[config.mk]
export PLATFORM = sky130hd
export DESIGN_NAME = serial_fs_sub_flat
export DESIGN_NICKNAME = d
export VERILOG_FILES = /design/src/rtl/serial_fs_sub_if.sv /design/src/rtl/serial_fs_sub.sv /design/src/flat_wrapper.sv
export SDC_FILE = /design/constraint.sdc
export NUM_CORES = 1
export LEC_CHECK = 0
export BUFFER_PORTS_ARGS = -buffer_cell sky130_fd_sc_hd__buf_2
export CELL_PAD_IN_SITES_DETAIL_PLACEMENT = 1
export CELL_PAD_IN_SITES_GLOBAL_PLACEMENT = 1
export CORE_MARGIN = 2
export CORE_UTILIZATION = 28
export CTS_CLUSTER_SIZE = 30
export DETAILED_ROUTE_END_ITERATION = 10
export GPL_ROUTABILITY_DRIVEN = 0
export PLACE_DENSITY_LB_ADDON = 0.1
export SLEW_MARGIN = 0
export SYNTH_ARGS = -nofsm -noshare
export SYNTH_HDL_FRONTEND = slang
export SYNTH_SLANG_ARGS = --single-unit
[constraint.sdc]
create_clock -name i_clk -period 1.7 [get_ports i_clk]
set_clock_uncertainty 0.15 [all_clocks]
set_input_delay 0.085 -clock i_clk [delete_from_list [all_inputs] [get_ports i_clk]]
set_output_delay 0.085 -clock i_clk [all_outputs]
set_load 0.05 [all_outputs]
[src/rtl/serial_fs_sub_if.sv]
// ---------------------------------------------------------------------------
// serial_fs_sub_if
// Handshake and data bundle for the bit-serial subtractor.
//   start     : operation request, sampled only while the subtractor is idle
//   a, b, bin : minuend, subtrahend and borrow-in, captured on accepted start
//   busy      : operation in progress (bit steps plus the done cycle)
//   done      : one-cycle completion pulse
//   diff      : a - b - bin modulo 2^N
//   bout      : unsigned borrow-out
//   ovf       : signed (two's-complement) overflow
//   zero      : diff == 0
// The master drives the request side; the slave (the subtractor) drives
// status and results.
// ---------------------------------------------------------------------------
interface serial_fs_sub_if #(
    parameter int N = 8
);
    logic         start;
    logic [N-1:0] a;
    logic [N-1:0] b;
    logic         bin;
    logic         busy;
    logic         done;
    logic [N-1:0] diff;
    logic         bout;
    logic         ovf;
    logic         zero;

    modport master (
        output start, a, b, bin,
        input  busy, done, diff, bout, ovf, zero
    );

    modport slave (
        input  start, a, b, bin,
        output busy, done, diff, bout, ovf, zero
    );
endinterface

[src/rtl/serial_fs_sub.sv]
// ---------------------------------------------------------------------------
// serial_fs_sub
// Bit-serial two's-complement subtractor: one full-subtractor cell and a
// borrow flip-flop compute diff = a - b - bin over N clocks, LSB first.
// Ports:
//   i_clk : rising-edge clock
//   i_rst : synchronous, active-high reset
//   bus   : serial_fs_sub_if.slave (start/a/b/bin in, busy/done/diff/bout/
//           ovf/zero out)
// Timing: start accepted in IDLE at edge 0, bits processed at edges 1..N,
// done high for the cycle after edge N, back in IDLE one edge later.
// Results hold until the next operation completes or reset.
// ---------------------------------------------------------------------------
module serial_fs_sub #(
    parameter int N = 8
) (
    input  logic           i_clk,
    input  logic           i_rst,
    serial_fs_sub_if.slave bus
);
    localparam int CW = $clog2(N);

    localparam logic [1:0] S_IDLE  = 2'd0;
    localparam logic [1:0] S_SHIFT = 2'd1;
    localparam logic [1:0] S_DONE  = 2'd2;

    logic [1:0]    r_state;
    logic [N-1:0]  r_a_sr;
    logic [N-1:0]  r_b_sr;
    logic [N-1:0]  r_res_sr;
    logic          r_br;
    logic [CW-1:0] r_cnt;
    logic          r_a_msb;
    logic          r_b_msb;
    logic          r_zacc;
    logic [N-1:0]  r_diff;
    logic          r_bout;
    logic          r_ovf;
    logic          r_zero;

    logic          w_ai;
    logic          w_bi;
    logic          w_d;
    logic          w_br_next;
    logic [N-1:0]  w_res_next;
    logic          w_last;

    // Full-subtractor cell on the current LSBs and the stored borrow.
    assign w_ai       = r_a_sr[0];
    assign w_bi       = r_b_sr[0];
    assign w_d        = w_ai ^ w_bi ^ r_br;
    assign w_br_next  = (~w_ai & w_bi) | (~(w_ai ^ w_bi) & r_br);
    // Result bits enter at the MSB so that after N steps bit 0 holds the LSB.
    assign w_res_next = {w_d, r_res_sr[N-1:1]};
    assign w_last     = (r_cnt == CW'(N - 1));

    always_ff @(posedge i_clk) begin
        // NOTE: every register here uses non-blocking assignment so all of
        // them update from the same pre-edge values; reset is synchronous,
        // so it lives inside this edge-triggered block rather than in the
        // sensitivity list.
        if (i_rst) begin
            r_state  <= S_IDLE;
            r_a_sr   <= '0;
            r_b_sr   <= '0;
            r_res_sr <= '0;
            r_br     <= 1'b0;
            r_cnt    <= '0;
            r_a_msb  <= 1'b0;
            r_b_msb  <= 1'b0;
            r_zacc   <= 1'b0;
            r_diff   <= '0;
            r_bout   <= 1'b0;
            r_ovf    <= 1'b0;
            r_zero   <= 1'b0;
        end else begin
            case (r_state)
                S_IDLE: begin
                    if (bus.start) begin
                        r_a_sr  <= bus.a;
                        r_b_sr  <= bus.b;
                        r_br    <= bus.bin;
                        r_a_msb <= bus.a[N-1];
                        r_b_msb <= bus.b[N-1];
                        r_cnt   <= '0;
                        r_zacc  <= 1'b0;
                        r_state <= S_SHIFT;
                    end
                end

                S_SHIFT: begin
                    r_a_sr   <= r_a_sr >> 1;
                    r_b_sr   <= r_b_sr >> 1;
                    r_res_sr <= w_res_next;
                    r_br     <= w_br_next;
                    r_zacc   <= r_zacc | w_d;
                    r_cnt    <= r_cnt + CW'(1);
                    if (w_last) begin
                        // Publish all result flags together with the final bit.
                        r_diff  <= w_res_next;
                        r_bout  <= w_br_next;
                        // Overflow only possible when operand signs differ and
                        // the result sign does not follow the minuend.
                        r_ovf   <= (r_a_msb != r_b_msb) && (w_d != r_a_msb);
                        r_zero  <= ~(r_zacc | w_d);
                        r_state <= S_DONE;
                    end
                end

                S_DONE: begin
                    r_state <= S_IDLE;
                end

                default: begin
                    r_state <= S_IDLE;
                end
            endcase
        end
    end

    assign bus.busy = (r_state != S_IDLE);
    assign bus.done = (r_state == S_DONE);
    assign bus.diff = r_diff;
    assign bus.bout = r_bout;
    assign bus.ovf  = r_ovf;
    assign bus.zero = r_zero;

endmodule

[src/flat_wrapper.sv]
// flat-port wrapper written by rule: the top's interface ports become plain ports
module serial_fs_sub_flat 
#(
    parameter int N = 8
)
  (i_clk, i_rst, bus_start, bus_a, bus_b, bus_bin, bus_busy, bus_done, bus_diff, bus_bout, bus_ovf, bus_zero);
  serial_fs_sub_if #(.N(N)) bus_i ();
  input  logic i_clk;
  input  logic i_rst;
  input wire logic [$bits(bus_i.start)-1:0] bus_start;
  input wire logic [$bits(bus_i.a)-1:0] bus_a;
  input wire logic [$bits(bus_i.b)-1:0] bus_b;
  input wire logic [$bits(bus_i.bin)-1:0] bus_bin;
  output wire logic [$bits(bus_i.busy)-1:0] bus_busy;
  output wire logic [$bits(bus_i.done)-1:0] bus_done;
  output wire logic [$bits(bus_i.diff)-1:0] bus_diff;
  output wire logic [$bits(bus_i.bout)-1:0] bus_bout;
  output wire logic [$bits(bus_i.ovf)-1:0] bus_ovf;
  output wire logic [$bits(bus_i.zero)-1:0] bus_zero;
  assign bus_i.start = bus_start;
  assign bus_i.a = bus_a;
  assign bus_i.b = bus_b;
  assign bus_i.bin = bus_bin;
  assign bus_busy = bus_i.busy;
  assign bus_done = bus_i.done;
  assign bus_diff = bus_i.diff;
  assign bus_bout = bus_i.bout;
  assign bus_ovf = bus_i.ovf;
  assign bus_zero = bus_i.zero;
  serial_fs_sub #(.N(N)) u_core (.i_clk(i_clk), .i_rst(i_rst), .bus(bus_i));
endmodule
-- Word level (Yosys, flattened, before mapping)
Index checks and enable logic that the tools add are counted.
- bits in registers: 44
- output and inout port bits: 13
- logic and storage cells: 51
- add/sub/neg operators: 1
- equal/unequal tests: 7
- multiplexer cells: 13
- bitwise gates (word level): 9
- reduce and logical (&&, ||, !) cells: 8
- operators by type and width (cell ; number):
    case mux 8 bit (2 select lines) ; 2
    two-way mux 8 bit ; 2
    AND reduction 2 bit ; 4
    case mux 3 bit (2 select lines) ; 1
    two-way mux 2 bit ; 2
    case mux 1 bit (2 select lines) ; 2
    case mux 2 bit (2 select lines) ; 1
    nonzero test 2 bit ; 2
    adder 3 x 1 -> 3 bit, second input constant ; 1
    == test 3 bit, second input constant ; 1
    two-way mux 3 bit ; 1
    NOT 1 bit ; 3
    AND 1 bit ; 2
    == test 2 x 1 -> 1 bit, second input constant ; 1
    == test 2 bit, second input constant ; 1
    logical NOT 2 bit ; 1
    two-way mux 1 bit ; 2
    inequality test 1 bit ; 2
    inequality test 2 x 1 -> 1 bit, second input constant ; 1
    inequality test 2 bit, second input constant ; 1
    OR 1 bit ; 2
    bitwise XOR 1 bit ; 2
    logical AND 1 bit ; 1

-- Depth between registers and ports, before layout
Gate-level depths: netlist of the first run.
- depth after elaboration: 5
- depth in mapped cells: 6

-- Least setup slack after synthesis of the first run
No wires, ideal clock.
- kind: flip-flop to flip-flop
- start: register u_core.r_b_sr[0]
- end: register u_core.r_zero (netlist: u_core.bus.zero)
- library setup time: 70 ps
- arrival time: 1365 ps
- required time: 1480 ps
- slack: 115 ps
- stages on the path, launching flop included: 5
- buffers on the path: 0
- cells stage by stage: dfxtp_1 > inv_1 > fa_1 > or3_1 > a21oi_1
- cells in the longest elaborated chain, start to end: 4
- ends and longest elaborated chain (what ; line ; RTL):
    start: declaration ; serial_fs_sub.sv:29 ; logic [N-1:0] r_b_sr;
    start signal: assignment ; serial_fs_sub.sv:81 ; r_b_sr <= bus.b;
    start signal: assignment ; serial_fs_sub.sv:93 ; r_b_sr <= r_b_sr >> 1;
    bitwise XOR 1 bit (2 in a row) ; serial_fs_sub.sv:51 ; assign w_d = w_ai ^ w_bi ^ r_br;
    via u_core.w_d ; serial_fs_sub.sv:43 ; logic w_d;
    OR 1 bit ; serial_fs_sub.sv:105 ; r_zero <= ~(r_zacc | w_d);
    NOT 1 bit ; serial_fs_sub.sv:105 ;
    end signal: assignment ; serial_fs_sub.sv:105 ;
    end: declaration ; serial_fs_sub.sv:39 ; logic r_zero;
The timed path passes the listed nets, and every way through them passes these cells.
A chain may end at the register's enable or synchronous reset.

-- Worst setup path in the final report of the first run
- start: register u_core.r_br
- end: register u_core.r_zero (netlist: u_core.bus.zero)
- cells in the longest elaborated chain, start to end: 3
- ends and longest elaborated chain (what ; line ; RTL):
    start: declaration ; serial_fs_sub.sv:31 ; logic r_br;
    start signal: assignment ; serial_fs_sub.sv:82 ; r_br <= bus.bin;
    start signal: assignment ; serial_fs_sub.sv:95 ; r_br <= w_br_next;
    bitwise XOR 1 bit ; serial_fs_sub.sv:51 ;
    via u_core.w_d ; serial_fs_sub.sv:43 ;
    OR 1 bit ; serial_fs_sub.sv:105 ;
    NOT 1 bit ; serial_fs_sub.sv:105 ;
The timed path passes the listed nets, and every way through them passes these cells.

==> flow_summary.json, run 1 <==
{
  "outcome": "finished, final reports clean",
  "p_per_area_nw_per_um2": 900.7,
  "syn_nets": 222,
  "netlist_area_um2": 1823,
  "synth_seq_cells": 43,
  "dpl-instance-area_um2": 2074,
  "avgSynthCellArea_um2": 9.161,
  "maxSlewViolCount": 0,
  "layout_min_cycle_time_ns": 1.607,
  "cts_buffers": 5,
  "place_hpwl_um": 3227,
  "vias": 1520,
  "tritoncts": "done",
  "multi_input_comb_area_um2": 873.3,
  "fp-row-count": 29,
  "synth_top_family_by_area": "compound AO/OA/AOI/OAI gates",
  "final_layout_size_suffix_gt1_frac": 0.2851,
  "die_area_um2": 7172,
  "rsz0062_at_grt": "no",
  "fin_cells": 326,
  "grt_pass1_wl_um": 7424,
  "vias_per_cell": 4.663,
  "grtUsageTotal": 0.1290,
  "ys_seq_area_frac": 0.4722,
  "h-tree-depth": 2,
  "antennaDiodeCount": 0,
  "muxShareOfSynthArea": 0.07687,
  "synthToLayoutAreaGrowth_pct": 26.97,
  "min_period_over_period": 0.9451,
  "clkSlewWorstSetupHoldPaths_ns": 0.09,
  "clk_path_buf_depth": 2,
  "synth_compound_area_frac": 0.1984,
  "synthSimpleGateAreaFrac": 0.1695,
  "clk_latency_ns": 0.30,
  "ys_types": 29,
  "drt_iter0_markers": 27,
  "finalSetupViolations": 0,
  "seqCellArea_um2": 863.3,
  "hold_viol": 0,
  "initial_core_util": 0.2887,
  "crit_required_ns": 1.79,
  "end_kind": "flip-flop",
  "max_slew_margin": 0.6633,
  "io_buffers": 32,
  "nFillCells": 765,
  "reg2reg_depth": 4,
  "synth-xor-area-share": 0,
  "start_kind": "flip-flop",
  "grt_overflow": 0,
  "die_y_um": 84.69,
  "hold_class": "in -> reg",
  "p_leak_uw": 0.0009215,
  "ios": 33,
  "antenna_found_initial": 0,
  "synth_warnings": 0,
  "grt_max_degree": 26,
  "first_pass_iters": 4,
  "route.detailed.wl_per_inst_um": 13.19,
  "final_common_cell": "dfxtp_1",
  "tightest_slew_ns": 0.5050,
  "crit_type": "reg -> reg",
  "clk_root_buffer_cell": "clkbuf_8",
  "reg2reg_slack_ns": 0.09,
  "grt_pass1_vias": 1582,
  "path_max_fanout": 5,
  "synth_fa_ha_area_frac": 0.02471,
  "die_w_um": 84.69,
  "most-common-layout-cells": "dfxtp_1 (41), nand2_1 (34), buf_2 (32)",
  "synthCells": 199,
  "stdcell_area_um2": 2315,
  "cts_sinks": 43,
  "min_path_cells": 3,
  "coreArea_um2": 6314,
  "max-vdd-ir-drop_uv": 337.8,
  "worstPathArrival_ns": 1.70,
  "fin_nets": 271,
  "fmax_mhz": 622.4,
  "finalSetupTns_ns": 0,
  "drc": 0,
  "wirelength_um": 4300,
  "placed_cells": 305,
  "maxCapViolCount": 0,
  "p_total_uw": 2085,
  "route.antenna.remaining_nets": 0
}
[routing by layer]
layer  GRT usage  wire length [µm]
met5           0                 0
met4     0.04329                43
met2      0.2276              2172
met1      0.1521              1926
met3     0.03245               158
[area by class of cell]
type / count / share of cell area
clock buffers: 5 / 0.02973
well taps: 77 / 0.04162
clock inverters: 3 / 0.01027
inverters: 3 / 0.004865
flip-flops and latches: 43 / 0.3730
repair buffers: 57 / 0.1632
multi-input cells: 138 / 0.3773
[worst paths after layout]
path                      start            endpoint
max                 u_core.r_br     u_core.bus.zero
min                    bus_b[2]    u_core.r_b_sr[2]
max reg2reg         u_core.r_br     u_core.bus.zero
min reg2reg  u_core.bus.diff[2]  u_core.bus.diff[2]
[power by group]
part           internal [µW]  switching, µW
Combinational            147            157
Sequential              1060           34.1
Clock                    294            394
Total                   1500            585
[worst max-delay path, stage by stage, from the launching register on]
cell and delay, ns:
dfxtp_2 0.34, inv_1 0.06, fa_2 0.50, or3_1 0.36
a21oi_1 0.13
[repair_timing]
item	CTS	global route
hold buffers	12	0
setup buffers	0	1
gates resized for setup	1	6
endpoints found under the hold margin	14	0
pin swaps	0	2
endpoints found under the setup margin	1	15
[state kept, by name (all words and copies together) (netlist names), 2 cells and up]
register         cells
u_core.r_state       2
u_core.r_b_sr        8
u_core.r_cnt         3
u_core.r_res_sr      7
u_core.bus.diff      8
u_core.r_a_sr        8
[synthesized netlist by cell type, drive strengths merged]
cell     n  area, µm²
nand2   34      127.6
nor2    22      82.58
o22ai    1      6.260
a21oi   24      120.1
nor3     1      5.000
clkbuf   4      15.01
or2      1      6.260
or3      1      6.260
o21ai    3      15.01
nor3b    1      7.510
a211oi  17      177.7
a22oi    2      15.01
and3b    1      8.760
dfxtp   43      860.8
mux2i   14      140.1
o21bai   1      7.510
nand3b   2      15.01
a221o    1      10.01
o21ba    1      10.01
fa       1      20.02
nor2b    4      25.02
buf     11      80.07
inv      3      11.26
ha       2      25.02
nand2b   4      25.02
[per-stage QoR]
step | setup slack, ns | util | hold WS [ns]
final | 0.09330 | 0.3666 | 0.007063
after detailed placement | -0.002930 | 0.3286 | 0.2508
after global placement | 0.04435 | 0.3286 | 0.2397
after floorplan | 0.1149 | - | 0.09360
after global routing | 0.001401 | 0.3666 | 0.03448
after CTS | 0.04394 | 0.3627 | 0.005663
[kinds of logic (layout without fill, tap and decap cells)]
logic type               Yosys count  in the layout
adder cells (fa/ha/maj)            3              3
flip-flops                        43             43
AND/OR/NAND/NOR                   71             71
AO/OA/AOI/OAI                     50             50
buffers and inverters             18             68
multiplexers                      14             14
Note: power is estimated with default switching activity, not from simulation.
==> run 2: changes to the inputs <==
--- a/config.mk
+++ b/config.mk
@@ -12,7 +12,6 @@
 export CORE_UTILIZATION = 28
 export CTS_CLUSTER_SIZE = 30
 export DETAILED_ROUTE_END_ITERATION = 10
-export GPL_ROUTABILITY_DRIVEN = 0
 export PLACE_DENSITY_LB_ADDON = 0.1
 export SLEW_MARGIN = 0
 export SYNTH_ARGS = -nofsm -noshare
==> constraint.sdc (replaced) <==
create_clock -name i_clk -period 1.7 [get_ports i_clk]
set_clock_uncertainty 0.15 [all_clocks]
set_input_delay 0.51 -clock i_clk [delete_from_list [all_inputs] [get_ports i_clk]]
set_output_delay 0.51 -clock i_clk [all_outputs]
set_load 0.05 [all_outputs]
==> flow_summary.json, run 2 (synthesis gave the netlist of run 1 again) <==
{
  "end_kind": "output port",
  "worst-path-buf-inv": 1,
  "max_slew_margin": 0.7436,
  "rsz0062_at_grt": "yes",
  "ios": 33,
  "final_common_cell": "dfxtp_1",
  "crit_required_ns": 1.04,
  "holdBufCountCts": 0,
  "power_frac_comb": 0.145,
  "grt_pass1_wl_um": 7307,
  "initial_core_util": 0.2887,
  "crit_type": "reg -> out",
  "grt_max_degree": 20,
  "clk_latency_ns": 0.29,
  "sw_frac_of_total": 0.2494,
  "final_layout_size_suffix_gt1_frac": 0.3250,
  "worstPathArrival_ns": 1.04,
  "p_int_uw": 1569,
  "clk_root_buffer_cell": "clkbuf_8",
  "maxCapViolCount": 0,
  "pwr-share-seq": 0.522,
  "crit_path_top_delay_cell": "dfxtp_2",
  "maxSlewViolCount": 0,
  "clkSlewWorstSetupHoldPaths_ns": 0.08,
  "synthToLayoutAreaGrowth_pct": 23.06,
  "p_leak_uw": 0.0008940,
  "finalWeightedCongestion": 0.7209,
  "die_w_um": 84.69,
  "tightest_slew_ns": 0.3838,
  "vias": 1521,
  "clk_path_buf_depth": 2,
  "tritoncts": "done",
  "drt_iter0_markers": 27,
  "p_per_area_nw_per_um2": 931.9,
  "finalSetupViolations": 0,
  "place_hpwl_um": 3091,
  "fp-row-count": 29,
  "reg2reg_from": "u_core.r_br",
  "min_period_over_period": 0.9981,
  "route.detailed.wl_per_inst_um": 13.32,
  "crit_cells": 2,
  "most-common-layout-cells": "dfxtp_1 (38), nand2_1 (34), buf_2 (30)",
  "slowest_delay_ns": 0.34,
  "fin_nets": 262,
  "hold_viol": 0,
  "die_y_um": 84.69,
  "startpoint": "u_core.r_state[0]",
  "path_max_fanout": 3,
  "worst_r2r_endpoint": "u_core.bus.zero",
  "grt_pass1_vias": 1559,
  "first_pass_iters": 4,
  "wirelength_um": 4224,
  "path_cells": "or2_4, buf_8",
  "vias_per_cell": 4.798,
  "reg2reg_slack_ns": 0.07,
  "outcome": "finished, final reports clean",
  "layout_min_cycle_time_ns": 1.697,
  "die_area_um2": 7172,
  "p_sw_uw": 521.3,
  "crit_family": "flip-flops",
  "antennaDiodeCount": 0,
  "reg2reg_depth": 4,
  "clock_power_share": 0.333,
  "endpoint": "bus_busy",
  "start_kind": "flip-flop",
  "grt_overflow": 0,
  "finalSetupTns_ns": 0,
  "drc": 0,
  "route.antenna.remaining_nets": 0,
  "h-tree-depth": 2,
  "hold_class": "reg -> reg",
  "cts_sinks": 43,
  "coreArea_um2": 6314,
  "nFillCells": 762,
  "whs_ns": 0.2975,
  "max-vdd-ir-drop_uv": 325.4,
  "grtUsageTotal": 0.1275,
  "antenna_found_initial": 0,
  "io_buffers": 32,
  "fmax_mhz": 589.4,
  "cts_buffers": 5
}
[run 2: layout make-up]
| class | count | area (µm²) | area share |
|---|---|---|---|
| clock buffer | 8 | 100.1 | 0.04462 |
| inverter | 3 | 11.26 | 0.005020 |
| multi-input combinational | 138 | 875.8 | 0.3904 |
| sequential | 43 | 867.1 | 0.3865 |
| tap | 77 | 96.34 | 0.04294 |
| timing repair buffer | 48 | 292.8 | 0.1305 |
[run 2: power by group through the flow]
stage | registers, µW | logic, µW | clock network [µW]
6_report | 1090 | 304 | 697
5_1_grt | 1100 | 341 | 788
4_1_cts | 1090 | 309 | 740
3_5_place_dp | 1110 | 293 | 0
3_3_place_gp | 1110 | 282 | 0
2_1_floorplan | 1100 | 214 | 0
[run 2: metrics by stage]
step	total power [µW]	worst slack, ns	utilization	instances	area (µm²)
after detailed placement	1406	0.03932	0.3302	306	2085
after CTS	2137	-0.01340	0.3504	315	2212
after global placement	1391	0.08759	0.3302	306	2085
after floorplan	1316	0.006640	-	199	1826
after global routing	2225	-0.02807	0.3553	317	2243
final	2091	0.003256	0.3553	317	2243
[run 2: worst min path at each step]
stage                                   from                 end  slack (ns)  depth (start not counted)
after floorplan           u_core.r_res_sr[1]  u_core.bus.diff[0]        0.28                          2
after global placement    u_core.bus.diff[2]  u_core.bus.diff[2]        0.29                          2
after detailed placement  u_core.bus.diff[3]  u_core.bus.diff[3]        0.30                          2
after CTS                 u_core.bus.diff[3]  u_core.bus.diff[3]        0.31                          2
after global routing      u_core.bus.diff[3]  u_core.bus.diff[3]        0.33                          2
final                        u_core.r_cnt[0]     u_core.r_cnt[0]        0.30                          1
[run 2: repair_timing]
item | CTS | global route
pin swaps | 0 | 3
gates resized for setup | 8 | 8
setup buffers | 1 | 2
setup endpoints to repair | 3 | 10
[run 2: per-layer routing]
metal,part of all wire,GRT usage,wire length (µm)
met5,0,0,0
met4,0.010,0.04762,44
met3,0.028,0.02753,120
met2,0.49,0.2126,2052
met1,0.48,0.1616,2007
==> run 3: changes to the inputs <==
--- a/config.mk
+++ b/config.mk
@@ -13,6 +13,7 @@
 export CTS_CLUSTER_SIZE = 30
 export DETAILED_ROUTE_END_ITERATION = 10
 export PLACE_DENSITY_LB_ADDON = 0.1
+export SETUP_SLACK_MARGIN = 0.02
 export SLEW_MARGIN = 0
 export SYNTH_ARGS = -nofsm -noshare
 export SYNTH_HDL_FRONTEND = slang
==> flow_summary.json, run 3 (synthesis gave the netlist of run 1 again) <==
{
  "initial_core_util": 0.2887,
  "drt_iter0_markers": 29,
  "finalSetupTns_ns": 0,
  "place_hpwl_um": 3249,
  "tritoncts": "done",
  "fmax_mhz": 589.1,
  "grt_max_degree": 30,
  "final_common_cell": "dfxtp_1",
  "fp-row-count": 29,
  "hold_viol": 0,
  "die_area_um2": 7172,
  "grt_busiest_layer": "met2",
  "die_w_um": 84.69,
  "power_frac_comb": 0.164,
  "crit_type": "reg -> out",
  "most-common-layout-cells": "dfxtp_1 (40), nand2_1 (34), buf_2 (30)",
  "grt_pass1_wl_um": 7624,
  "pre_cts_ws_ns": 0.003844,
  "stdcell_area_um2": 2280,
  "layout_min_cycle_time_ns": 1.698,
  "start_kind": "flip-flop",
  "grtUsageTotal": 0.1318,
  "wirelength_um": 4406,
  "clk_path_buf_depth": 2,
  "p_per_area_nw_per_um2": 879.8,
  "outcome": "finished, final reports clean",
  "drc": 0,
  "p_sw_uw": 515.1,
  "worstPathArrival_ns": 1.04,
  "nFillCells": 768,
  "clk_root_buffer_cell": "clkbuf_8",
  "cts_buffers": 5,
  "path_max_fanout": 4,
  "sw_frac_of_total": 0.2568,
  "maxSlewViolCount": 0,
  "max_slew_margin": 0.7002,
  "antenna_found_initial": 0,
  "pwr-share-seq": 0.543,
  "end_kind": "output port",
  "rsz0062_at_grt": "yes",
  "fin_nets": 261,
  "cts_sinks": 43,
  "finalWeightedCongestion": 0.7609,
  "tightest_slew_ns": 0.4498,
  "final_layout_size_suffix_gt1_frac": 0.3165,
  "finalSetupViolations": 0,
  "slowest_delay_ns": 0.35,
  "dpl-instance-area_um2": 2132,
  "clkSlewWorstSetupHoldPaths_ns": 0.07,
  "crit_required_ns": 1.04,
  "grt_overflow": 0,
  "finalWorstSetupSlack_ns": 0.002357,
  "route.antenna.remaining_nets": 0,
  "coreArea_um2": 6314,
  "maxCapViolCount": 0,
  "antennaDiodeCount": 0,
  "grtUsageMet1": 0.1648,
  "max-vdd-ir-drop_uv": 284.3,
  "gr-usage-met2": 0.2255,
  "ios": 33,
  "use_met3": 0.03147,
  "p_leak_uw": 0.0009046,
  "synthToLayoutAreaGrowth_pct": 25.05,
  "clock_power_share": 0.293,
  "crit_path_top_delay_cell": "dfxtp_2",
  "route.detailed.wl_per_inst_um": 14.03,
  "grt_pass1_vias": 1613,
  "p_total_uw": 2006,
  "die_y_um": 84.69,
  "first_pass_iters": 4,
  "h-tree-depth": 2,
  "vias_per_cell": 4.774,
  "io_buffers": 32,
  "vias": 1499,
  "path_cells": "or2_4, buf_8",
  "min_period_over_period": 0.9986,
  "clk_latency_ns": 0.28,
  "p_int_uw": 1490,
  "hold_class": "reg -> reg"
}
==> run 3: cell types whose count changed in the layout (fill, tap and decap cells not counted), moves of 2 or more <==
cell	delta
nor2b_4	+2
buf_4	-6
clkbuf_8	-2
dfxtp_2	-3
dfxtp_1	+2
buf_12	+4
nor2b_1	-2
==> run 3: layout make-up <==
class / count / area (µm²) / area share
Clock buffer: 6 / 72.57 / 0.03183
Multi-Input combinational cell: 138 / 893.4 / 0.3919
Tap cell: 77 / 96.34 / 0.04226
Inverter: 3 / 11.26 / 0.004940
Timing Repair Buffer: 47 / 339.1 / 0.1487
Sequential cell: 43 / 867.1 / 0.3804
==> run 3: path summary, 6_finish.rpt <==
path / startpoint / endpoint / slack [ns] / depth (start not counted)
hold / removal: u_core.bus.zero / u_core.bus.zero / 0.31 / 2
hold reg to reg: u_core.bus.zero / u_core.bus.zero / 0.31 / 2
setup reg to reg: u_core.r_br / u_core.r_zacc / 0.07 / 5
setup / recovery: u_core.r_state[1] / bus_busy / 0.002 / 2
==> run 3: what timing repair did <==
action	4_1_cts	5_1_grt
resized for setup	9	10
buffers inserted	1	2
pin swaps	1	2
setup endpoints to repair	3	13
hold buffers	0	0
==> run 3: power by group through the flow <==
stage	Sequential (µW)	Combinational, µW	Clock (µW)
4_1_cts	1090	313	624
3_5_place_dp	1110	298	0
3_3_place_gp	1110	286	0
6_report	1090	328	588
5_1_grt	1100	364	660
2_1_floorplan	1100	215	0
==> run 3: worst max-delay path, delay by kind of cell (launching register included) <==
family | cells | cell delay (ns)
flops | 1 | 0.35
buf+inv | 1 | 0.15
simple gates | 1 | 0.25
==> run 3: routing by layer <==
metal	routed length [µm]	vias to the layer above
met5	0	-
met4	52	0
met1	2007	717
li1	-	751
met2	2199	25
met3	148	6
==> run 3: stage by stage <==
stage,utilization,hold WS (ns),cells
CTS,0.3539,0.3119,312
floorplan,-,0.2821,199
detailed placement,0.3377,0.2999,305
global placement,0.3377,0.2917,305
global route,0.3611,0.3284,314
finish,0.3611,0.3051,314
